### config.mk
export PLATFORM = sky130hd
export DESIGN_NAME = ram_access_sequencer
export DESIGN_NICKNAME = d
export VERILOG_FILES = /design/src/rtl/ram_pkg.sv /design/src/rtl/ram_rr_pick.sv /design/src/rtl/ram_access_sequencer.sv
export SDC_FILE = /design/constraint.sdc
export NUM_CORES = 1
export LEC_CHECK = 0
export BUFFER_PORTS_ARGS = -buffer_cell sky130_fd_sc_hd__buf_4
export CORE_ASPECT_RATIO = 2
export CORE_MARGIN = 2
export CORE_UTILIZATION = 45
export CTS_BUF_LIST = sky130_fd_sc_hd__clkbuf_8
export DETAILED_ROUTE_END_ITERATION = 10
export GPL_ROUTABILITY_DRIVEN = 1
export HOLD_SLACK_MARGIN = 0.1
export PLACE_DENSITY = 0.75
export SLEW_MARGIN = 20
export SYNTH_ARGS = -nofsm -noshare
export SYNTH_HDL_FRONTEND = slang
export SYNTH_HIERARCHICAL = 1
export SYNTH_SLANG_ARGS = --single-unit
### constraint.sdc
create_clock -name clk -period 3.36 [get_ports clk]
set_clock_uncertainty 0.1 [all_clocks]
set_input_delay 0.336 -clock clk [delete_from_list [all_inputs] [get_ports clk]]
set_output_delay 0.336 -clock clk [all_outputs]
set_load 0.1 [all_outputs]
### src/rtl/ram_pkg.sv
// ram_pkg: RAM command opcodes and sequencer types
// shared by the RAM access path
package ram_pkg;

  localparam logic [1:0] WRITE_ADDRESS = 2'b00;
  localparam logic [1:0] WRITE_DATA    = 2'b01;
  localparam logic [1:0] READ_ADDRESS  = 2'b10;
  localparam logic [1:0] READ_DATA     = 2'b11;

  typedef enum logic [2:0] {
    IDLE,
    ADDR,
    DATA,
    WAIT_RD,
    DONE
  } ram_seq_state_e;

  function automatic logic [9:0] ram_cmd(
    input logic [1:0] op,
    input logic [7:0] pl
  );
    return {op, pl};
  endfunction

endpackage

### src/rtl/ram_rr_pick.sv
// ram_rr_pick: combinational round-robin pick
// first active request at or after ptr, wrapping
module ram_rr_pick #(
  parameter int N  = 2,
  parameter int IW = 1
) (
  input  logic [N-1:0]  req,
  input  logic [IW-1:0] ptr,
  output logic [N-1:0]  gnt,
  output logic [IW-1:0] idx
);

  logic [IW-1:0] j;

  // scan from farthest to nearest so the nearest to ptr wins
  always_comb begin
    gnt = '0;
    idx = '0;
    j   = '0;
    for (int k = N - 1; k >= 0; k--) begin
      j = IW'((int'(ptr) + k) % N);
      if (req[j]) begin
        gnt    = '0;
        gnt[j] = 1'b1;
        idx    = j;
      end
    end
  end

endmodule

### src/rtl/ram_access_sequencer.sv
// ram_access_sequencer: round-robin sharing of the SPI-slave RAM.
// Optional WAIT_RD timeout: define RAM_SEQ_TIMEOUT_EN.
module ram_access_sequencer
  import ram_pkg::*;
#(
  parameter int NUM_REQ        = 2,
  parameter int TIMEOUT_CYCLES = 15
) (
  input  logic                 clk,
  input  logic                 rst,
  input  logic [NUM_REQ-1:0]   req,
  input  logic [NUM_REQ-1:0]   req_we,
  input  logic [NUM_REQ*8-1:0] req_addr,
  input  logic [NUM_REQ*8-1:0] req_wdata,
  output logic [NUM_REQ-1:0]   ack,
  output logic [7:0]           rdata,
  output logic                 rd_err,
  output logic                 busy,
  output logic [9:0]           ram_din,
  output logic                 ram_rx_valid,
  input  logic [7:0]           ram_dout,
  input  logic                 ram_tx_valid
);

  localparam int IW = (NUM_REQ > 2) ? 2 : 1;

  if (NUM_REQ < 2 || NUM_REQ > 4 || TIMEOUT_CYCLES < 1) begin : g_cfg_bad
    $error("ram_access_sequencer: unsupported parameters");
  end

  ram_seq_state_e state, state_n;

  logic [IW-1:0]      ptr, ptr_n, gidx, pick_idx;
  logic [NUM_REQ-1:0] gnt_q, pick_gnt, ack_n;
  logic               we_q, sel_we;
  logic [7:0]         addr_q, wdata_q;
  logic [7:0]         sel_addr, sel_wdata, rdata_n;
  logic [9:0]         din_n;
  logic               rxv_n, rdata_ld;

`ifdef RAM_SEQ_TIMEOUT_EN
  localparam int CWR = $clog2(TIMEOUT_CYCLES + 1);
  localparam int CW  = (CWR > 4) ? CWR : 4;
  logic [CW-1:0] cnt;
  logic          err_n;
`endif

  ram_rr_pick #(
    .N  (NUM_REQ),
    .IW (IW)
  ) u_pick (
    .req (req),
    .ptr (ptr),
    .gnt (pick_gnt),
    .idx (pick_idx)
  );

  // route the winning requester's fields
  always_comb begin
    sel_we    = 1'b0;
    sel_addr  = '0;
    sel_wdata = '0;
    for (int i = 0; i < NUM_REQ; i++) begin
      if (pick_idx == IW'(i)) begin
        sel_we    = req_we[i];
        sel_addr  = req_addr[8*i +: 8];
        sel_wdata = req_wdata[8*i +: 8];
      end
    end
  end

  // next state plus next values of the registered outputs
  always_comb begin
    state_n  = state;
    ptr_n    = ptr;
    din_n    = '0;
    rxv_n    = 1'b0;
    ack_n    = '0;
    rdata_ld = 1'b0;
    rdata_n  = rdata;
`ifdef RAM_SEQ_TIMEOUT_EN
    err_n    = 1'b0;
`endif
    unique case (state)
      IDLE: begin
        if (|req) begin
          state_n = ADDR;
          rxv_n   = 1'b1;
          din_n   = ram_cmd(sel_we ? WRITE_ADDRESS
                                   : READ_ADDRESS, sel_addr);
        end
      end
      ADDR: begin
        state_n = DATA;
        rxv_n   = 1'b1;
        din_n   = we_q ? ram_cmd(WRITE_DATA, wdata_q)
                       : ram_cmd(READ_DATA, 8'h00);
      end
      DATA: begin
        if (we_q) begin
          state_n = DONE;
          ack_n   = gnt_q;
        end else begin
          state_n = WAIT_RD;
        end
      end
      WAIT_RD: begin
        if (ram_tx_valid) begin
          state_n  = DONE;
          ack_n    = gnt_q;
          rdata_ld = 1'b1;
          rdata_n  = ram_dout;
        end
`ifdef RAM_SEQ_TIMEOUT_EN
        else if (cnt == CW'(TIMEOUT_CYCLES - 1)) begin
          state_n  = DONE;
          ack_n    = gnt_q;
          rdata_ld = 1'b1;
          rdata_n  = 8'h00;
          err_n    = 1'b1;
        end
`endif
      end
      DONE: begin
        state_n = IDLE;
        ptr_n   = (gidx == IW'(NUM_REQ - 1)) ? '0
                                             : gidx + IW'(1);
      end
      default: state_n = IDLE;
    endcase
  end

  // state, grant capture and registered outputs
  always_ff @(posedge clk or posedge rst) begin
    if (rst) begin
      state        <= IDLE;
      ptr          <= '0;
      gidx         <= '0;
      gnt_q        <= '0;
      we_q         <= 1'b0;
      addr_q       <= '0;
      wdata_q      <= '0;
      ack          <= '0;
      rdata        <= '0;
      busy         <= 1'b0;
      ram_din      <= '0;
      ram_rx_valid <= 1'b0;
    end else begin
      state        <= state_n;
      ptr          <= ptr_n;
      ack          <= ack_n;
      busy         <= (state_n != IDLE);
      ram_din      <= din_n;
      ram_rx_valid <= rxv_n;
      if (rdata_ld) begin
        rdata <= rdata_n;
      end
      if (state == IDLE && |req) begin
        gidx    <= pick_idx;
        gnt_q   <= pick_gnt;
        we_q    <= sel_we;
        addr_q  <= sel_addr;
        wdata_q <= sel_wdata;
      end
    end
  end

`ifdef RAM_SEQ_TIMEOUT_EN
  // wait counter restarts on every WAIT_RD entry
  always_ff @(posedge clk or posedge rst) begin
    if (rst) begin
      cnt    <= '0;
      rd_err <= 1'b0;
    end else begin
      cnt    <= (state == WAIT_RD) ? cnt + CW'(1) : '0;
      rd_err <= err_n;
    end
  end
`else
  assign rd_err = 1'b0;
`endif

endmodule

Word-level counts from Yosys, hierarchy flattened
Index checks and enable logic that the tools add are counted.
{ "word_totals": {"reg_bits": 38, "wordCells": 59} }
{ "classes": {"addsub": 2, "order_cmp": 4, "n_eq_ne": 4, "n_mux": 31, "reduce_logical": 7} }
{ "op_table": {"columns": ["cell", "n"], "rows": [
  ["two-way mux 10 bit", 2],
  ["case mux 10 bit (2 select lines)", 1],
  ["two-way mux 8 bit", 2],
  ["two-way mux 1 bit", 13],
  ["case mux 3 bit (4 select lines)", 1],
  ["two-way mux 2 bit", 5],
  ["two-way mux 3 bit", 3],
  ["== test 3 x 2 -> 1 bit, second input constant", 2],
  ["less-than comparator 1 x 2 -> 1 bit, second input constant", 2],
  ["case mux 2 bit (2 select lines)", 1],
  ["== test 3 x 1 -> 1 bit, second input constant", 1],
  ["== test 3 bit, second input constant", 1],
  ["logical AND 1 bit", 3],
  ["zero test 3 bit", 1],
  ["AND reduction 3 bit", 1],
  ["nonzero test 3 bit", 1],
  ["adder 1 bit, second input constant", 2],
  ["demux 1 bit (select 1 bit)", 2],
  [">= comparator 1 bit, second input constant", 2],
  ["case mux 1 bit (2 select lines)", 1],
  ["OR reduction 2 bit", 1]
]} }

Longest topological paths before layout
Gate-level depths: netlist (run 1).
{ "logic_depth": {"ltp_word": 9, "depth_mapped": 6, "ltp_nobuf": 5} }

Cells and area by module
Netlist (run 1), hierarchy kept.
{ "modules_own_cells": {"columns": ["mod", "instances", "cells_each", "area_each_um2", "seq_area_each_um2"], "rows": [
  ["ram_access_sequencer", 1, 120, 1707.9, 950.9],
  ["ram_rr_pick", 1, 4, 26.3, 0.0]
]} }

Worst setup path after synthesis (run 1)
Ideal clock, no wire load.
{ "synth_timing": {"path_type": "register to register", "from": "register ptr", "to": "register we_q", "setup_ps": 127, "arrival_time_ps": 1657, "required_ps": 3133, "slack_ps": 1476, "path_stages_with_launch": 7, "cell_sequence": "dfrtp_1 > inv_1 > a21boi_1 > buf_2 > mux2_2 > or4b_1 > a21boi_0"} }
{ "synth_between": {"elab_chain_cells": 6} }
{ "synth_lines": {"columns": ["element", "line", "text"], "rows": [
  ["start: declaration", "ram_access_sequencer.sv:33", "logic [IW-1:0] ptr, ptr_n, gidx, pick_idx;"],
  ["start signal: assignment", "ram_access_sequencer.sv:150", "ptr <= ptr_n;"],
  ["adder 1 bit", "ram_rr_pick.sv:21", "j = IW'((int'(ptr) + k) % N);"],
  ["two-way mux 1 bit (implied by the code) (2 in series)", "ram_rr_pick.sv:22", "if (req[j]) begin"],
  ["two-way mux 1 bit", "ram_rr_pick.sv:22", null],
  ["two-way mux 1 bit *", "ram_rr_pick.sv:22", null],
  ["named net pick_idx", "ram_access_sequencer.sv:33", null],
  ["two-way mux 1 bit *", "ram_access_sequencer.sv:64", "if (pick_idx == IW'(i)) begin"],
  ["end signal: assignment", "ram_access_sequencer.sv:161", "we_q <= sel_we;"],
  ["end: declaration", "ram_access_sequencer.sv:35", "logic we_q, sel_we;"]
]} }
Mark *: on every way through the listed nets, which the timed path passes. The rest lies on a longest branch. The select of a mux whose other input is x is not followed.
A chain may end at the register's enable or synchronous reset.

Worst setup path after layout (run 1)
Ends and elaborated chain as after synthesis.

==> run summary, run 1 <==
critical path's top delay family: simple AND/OR/NAND/NOR gates
Top FF cell, synth: dfrtp_1
largest net degree at the start of global routing: 39
Vias: 1213
Clock Sinks: 38
Peak Freq: 550 MHz
Via density: 4.95
CP arrival: 1870 ps
Placer Congestion: 0.821
Clk Latency, worst-skew pair: 280 ps
die height: 91.8 um
CP Max Fanout: 3
Commonest cells post-synth: dfrtp_1 (38), mux2_2 (21), mux2_4 (8), mux2i_1 (8), o2bb2ai_1 (6)
final setup vio count: 0
die area: 0.00440 mm^2
clock transition at the registers of the reported paths: 70 ps
top post-synthesis cells by area: dfrtp_1 (55%), mux2_2 (14%), mux2_4 (6.9%)
Max Cap Viol: 0
Avg WL per Cell: 13.2 um
Residual DRC: 0
Routed Antenna Nets: 0
Core ar.: 0.00376 mm^2
worst-path cell chain: inv_1, a21boi_2, mux2_2, or4b_1, a21boi_0
unrepaired setup endpoints after global routing: no
Ys Warns: 6
Antenna Cells: 0
Num CTS Buffers: 5
Seq/Total Area, Yosys: 54.8%
gr ovfl total: 0
antenna violations before repair: 0
IO Pins: 70
max-slew violations: 0
Port Buffers: 68
CP Data Required Time: 3410 ps
CTS Root Buffer Type: clkbuf_8
post-CTS sizing: 0
number of synthesized flops with an enable pin: 0
most numerous cell in the Yosys netlist: dfrtp_1
synthesized area per cell: 14.0 um^2
Initial Util: 46.1%
Worst path slowest cell: or4b_1
htree depth: 2
Initial DRC Count: 14
Mapped Area: 0.00173 mm^2
Critical Path End Type: flop
Setup TNS: 0 ps
nets: 240
first-pass GRT wire length: 5170 um
Unique masters post-synth: 30
syn nets: 171
Final Hold Fails: 0
Post-Synthesis Cells: 124
Synth-to-Final Area Change: 35.3%
total track usage: 16.2%
Startpoint Class: flop
Synth async-reset ratio: 100%
CTS tree: yes
DP Wirelength: 2370 um
Max clock buf depth: 2
Yosys reg bits: 38
Crit path largest cell delay: 490 ps
Synth area leader: dfrtp_1
WL final: 3250 um
vias in the first global route: 1214
# rows: 32
post-synth top area share: 54.8%
Pre-Repair DR Iteration Count: 4
hold buffer count at CTS: 1
final worst path period share: 54.1%
status: finished, final reports clean
Post-CTS Setup Repair Bufs: 0
worst path buffer plus inverter count: 1
layout cell share with drive strength beyond 1: 57.2%
critical path type: reg -> reg
worst hold path type: in -> reg
fin crit period: 1820 ps
Die X: 47.9 um
-- worst register-to-register path, delay by kind of cell (launching register included) --
kind | cells | cell delay [ps]
AOI/OAI and AO/OA | 2 | 300
buffers and inverters | 1 | 60
DFF | 1 | 380
muxes | 1 | 340
and+or+nand+nor | 1 | 490
-- sequential cells by signal (all words and copies together), names as in the netlist --
register      count
gidx              1
ptr               1
gnt_q             2
busy              1
state             3
ram_rx_valid      1
wdata_q           8
rdata             8
ack               2
ram_din          10
we_q              1
-- placed cells by master, fill, tap and decap left out --
| master | instances |
|---|---|
| nor2b_1 | 1 |
| o211ai_1 | 1 |
| clkbuf_8 | 6 |
| buf_4 | 70 |
| nand3_1 | 1 |
| nor2_1 | 3 |
| o21ai_0 | 2 |
| inv_1 | 6 |
| nor3b_1 | 1 |
| nand2b_1 | 1 |
| nand2_1 | 4 |
| o31a_1 | 1 |
| or3b_2 | 1 |
| o2bb2ai_1 | 6 |
| a21boi_2 | 1 |
| a21oi_1 | 1 |
| a21boi_0 | 2 |
| or4b_1 | 1 |
| clkinv_2 | 1 |
| o2bb2ai_2 | 2 |
| mux2i_1 | 8 |
| mux2_4 | 8 |
| dlygate4sd3_1 | 1 |
| dfrtp_1 | 38 |
| mux2_2 | 21 |
| or4_4 | 1 |
| and3_1 | 3 |
| conb_1 | 1 |
| o21ai_1 | 1 |
-- per-layer routing --
metal	vias up	GRT usage, %	share of wire [%]
met3	6	4.53	8.4
li1	573	-	-
met5	-	0	0
met2	55	25.0	50
met4	0	6.98	2.1
met1	579	20.3	40
-- worst paths after layout --
check | start | endpoint | slack [ps] | cells past startpoint
setup reg to reg | ptr | we_q | 1540 | 5
hold reg to reg | gidx | ptr | 380 | 1
max in group asynchronous | rst | ram_din[1] | 2210 | 4
hold / removal | ram_dout[4] | rdata[4] | 190 | 2
setup / recovery | ptr | we_q | 1540 | 5
min in group asynchronous | rst | rdata[5] | 640 | 4
-- logic make-up after synthesis --
| logic type | after synthesis | share of synthesized area, % |
|---|---|---|
| other | 1 | 0.216 |
| flip-flops | 38 | 54.8 |
| buffers and inverters | 14 | 5.84 |
| AO/OA/AOI/OAI | 17 | 8.15 |
| AND/OR/NAND/NOR | 17 | 5.77 |
| multiplexers | 37 | 25.2 |
-- stage by stage --
stage / setup WS [ps] / hold WS, ps / instance area (um^2) / util [%] / instances
after global placement: 1580 / 359 / 2240 / 59.6 / 236
after CTS: 1540 / 179 / 2350 / 62.3 / 245
after detailed placement: 1550 / 368 / 2240 / 59.6 / 236
final: 1540 / 186 / 2350 / 62.3 / 245
after floorplan: 1480 / 335 / 1730 / - / 124
after global routing: 1490 / 179 / 2350 / 62.3 / 245
-- area by class of cell --
| cell class | instances | area [um^2] |
|---|---|---|
| well taps | 51 | 63.8 |
| inverters | 5 | 18.8 |
| fillers | 322 | 1420 |
| repair buffers | 71 | 536 |
| clock inverters | 2 | 8.76 |
| flip-flops and latches | 38 | 951 |
| clock buffers | 6 | 82.6 |
| multi-input cells | 72 | 686 |
Power of run 1 is left out: the tool's default activity adds up to more than one toggle a clock period on the data nets, which glitch-free logic cannot reach.
==> run 2, diff against run 1 <==
--- a/config.mk
+++ b/config.mk
@@ -13,7 +13,7 @@
 export DETAILED_ROUTE_END_ITERATION = 10
 export GPL_ROUTABILITY_DRIVEN = 1
 export HOLD_SLACK_MARGIN = 0.1
-export PLACE_DENSITY = 0.75
+export PLACE_DENSITY = 0.78
 export SLEW_MARGIN = 20
 export SYNTH_ARGS = -nofsm -noshare
 export SYNTH_HDL_FRONTEND = slang
==> constraint.sdc (replaced) <==
create_clock -name clk -period 1.5 [get_ports clk]
set_clock_uncertainty 0.1 [all_clocks]
set_input_delay 0.15 -clock clk [delete_from_list [all_inputs] [get_ports clk]]
set_output_delay 0.15 -clock clk [all_outputs]
set_load 0.1 [all_outputs]
==> run 2 against run 1 <==
Net effect: the run now ends with negative setup slack left; count of clock-buffer cells in the layout is 1 lower; cell count is 17% higher; core utilization is 12 points higher; register-to-register slack worse by 1700 ps; die area stayed put; non-clock buffer count is 41 higher; via count is 12% higher; sequential share of layout area is 6.6 points lower; flip-flop and latch count stayed put; maximum frequency is 6.9% higher; global-route usage is 3.4 points higher; critical path depth stayed put; critical endpoint unchanged.
==> run summary, run 2 (same netlist as run 1, synthesis figures left out) <==
status: finished with violations
failing checks: negative setup slack
Clock Sinks: 38 (unchanged)
Fill cells: 273 (-15%)
htree depth: 2 (unchanged)
RR Endpoint: we_q
WL final: 3850 um (+19%)
CP arrival: 1770 ps (-100 ps)
Residual DRC: 0 (unchanged)
Routed Antenna Nets: 0 (unchanged)
Initial DRC Count: 22 (+8)
Pre-Repair DR Iteration Count: 4 (unchanged)
Max clock buf depth: 2 (unchanged)
Avg WL per Cell: 13.4 um (+1.3%)
critical path type: reg -> reg
Setup WS post-layout: -200 ps (-1740 ps)
Die X: 47.9 um (unchanged)
Hold Crit Start: req_wdata[1]
CP Data Required Time: 1570 ps (-1840 ps)
gr ovfl total: 0 (unchanged)
largest net degree at the start of global routing: 39 (unchanged)
final setup vio count: 15 (+15)
leakage: 1.40 nW
VDD IR max: 1.44 mV
Startpoint Class: flop
total track usage: 19.6% (+3.4 points)
fin crit period: 1700 ps (-117 ps)
Core ar.: 0.00376 mm^2 (unchanged)
worst hold path type: in -> reg
Regs by FF count: ram_din (10), rdata (8), wdata_q (8)
most common cell after layout, fill and taps aside: buf_4
CP Max Fanout: 2 (-1)
Max Cap Viol: 0 (unchanged)
fin util: 74.5% (+12 points)
Initial Util: 46.1% (unchanged)
pwr dens: 2330 mW/mm^2
Via density: 4.74 (-4.3%)
most frequent cells in the layout: buf_4 (83), dfrtp_1 (38), dlygate4sd3_1 (26), mux2_2 (19), mux2_4 (10)
die height: 91.8 um (unchanged)
Final Hold Fails: 0 (unchanged)
Vias: 1360 (+12%)
Antenna Cells: 0 (unchanged)
vias in the first global route: 1421 (+17%)
antenna violations before repair: 0 (unchanged)
max FFs per register: 10 (unchanged)
clock transition at the registers of the reported paths: 80 ps (about the same)
Num CTS Buffers: 5 (unchanged)
unrepaired setup endpoints after global routing: yes
IO Pins: 70 (unchanged)
Hold Path Stages: 3 (+1)
nets: 282 (+18%)
worst reg-to-reg path cell count: 5 (unchanged)
first-pass GRT wire length: 6170 um (+19%)
die area: 0.00440 mm^2 (unchanged)
Placer Congestion: 0.774 (-5.7%)
max-slew violations: 0 (unchanged)
Peak Freq: 588 MHz (+6.9%)
Critical Path End Type: flop
FF-to-FF setup slack: -200 ps (-1740 ps)
CTS tree: yes
Synth-to-Final Area Change: 61.6%
Hold EP: wdata_q[1]
Port Buffers: 68 (unchanged)
DP Wirelength: 2530 um (+6.8%)
final worst path period share: 113% (+59 points)
# rows: 32 (unchanged)
pre-CTS WS: -212 ps (-1760 ps)
CTS Root Buffer Type: clkbuf_8
Most flops, register: ram_din
layout cell share with drive strength beyond 1: 56.4% (-0.86 points)
Clk Latency, worst-skew pair: 290 ps (about the same)
Worst R2R Start: ptr
[run 2: changes by cell type in the layout (fill, tap and decap cells not counted), moves of 2 or more]
| cell | delta |
|---|---|
| mux2_2 | -2 |
| buf_12 | +2 |
| dlygate4sd3_1 | +25 |
| buf_4 | +13 |
| mux2_4 | +2 |
[run 2: where the power goes]
group	total [W]	switching, W	leakage, nW	internal [W]
Clock	0.000831	0.000342	0.0579	0.000489
Sequential	0.00172	0.000234	0.470	0.00149
Combinational	0.00397	0.00255	0.870	0.00142
Total	0.00652	0.00313	1.40	0.00339
[run 2: worst max path at each step]
stage | from | end | slack, ps | depth (start not counted)
detailed placement | ptr | we_q | -210 | 5
global route | ptr | wdata_q[7] | -240 | 5
finish | ptr | we_q | -200 | 5
global placement | ptr | we_q | -160 | 5
floorplan | ptr | we_q | -310 | 6
CTS | ptr | we_q | -210 | 5
[run 2: routing by layer]
layer	share of wire, %	track usage, %
met2	55	33.9
met1	37	21.5
met3	5.7	4.72
met4	1.7	7.43
met5	0	0
[run 2: through the flow]
| step | power [W] | area, um^2 | setup TNS, ps | instances | hold WS [ps] |
|---|---|---|---|---|---|
| 6_report | 0.00652 | 2800 | -2050 | 287 | 111 |
| 5_1_grt | 0.00681 | 2800 | -3110 | 287 | 111 |
| 4_1_cts | 0.00647 | 2760 | -2370 | 285 | 109 |
| 3_5_place_dp | 0.00549 | 2370 | -2450 | 249 | 193 |
| 3_3_place_gp | 0.00541 | 2370 | -1790 | 249 | 189 |
| 2_1_floorplan | 0.00465 | 1740 | -3780 | 124 | 189 |
[run 2: critical path, stage by stage (launching register included)]
cell      delay [ps]
dfrtp_1          340
inv_1             50
a21boi_2         160
mux2_4           310
or4b_4           480
a21boi_1         140
[run 2: area by class of cell]
type	instances	area, um^2	area share, %
clock buffers	5	68.8	2.46
well taps	51	63.8	2.28
inverters	5	18.8	0.670
flip-flops and latches	38	951	33.9
multi-input cells	73	726	25.9
repair buffers	112	935	33.3
clock inverters	3	40.0	1.43
[run 2: what timing repair did]
action,in CTS,in global routing
pin swaps,1,2
endpoints found under the setup margin,21,29
endpoints found under the hold margin,55,0
buffers inserted,1,2
resized for setup,2,6
cloned,1,0
hold buffers,26,0
Note: power is estimated with default switching activity, not from simulation.
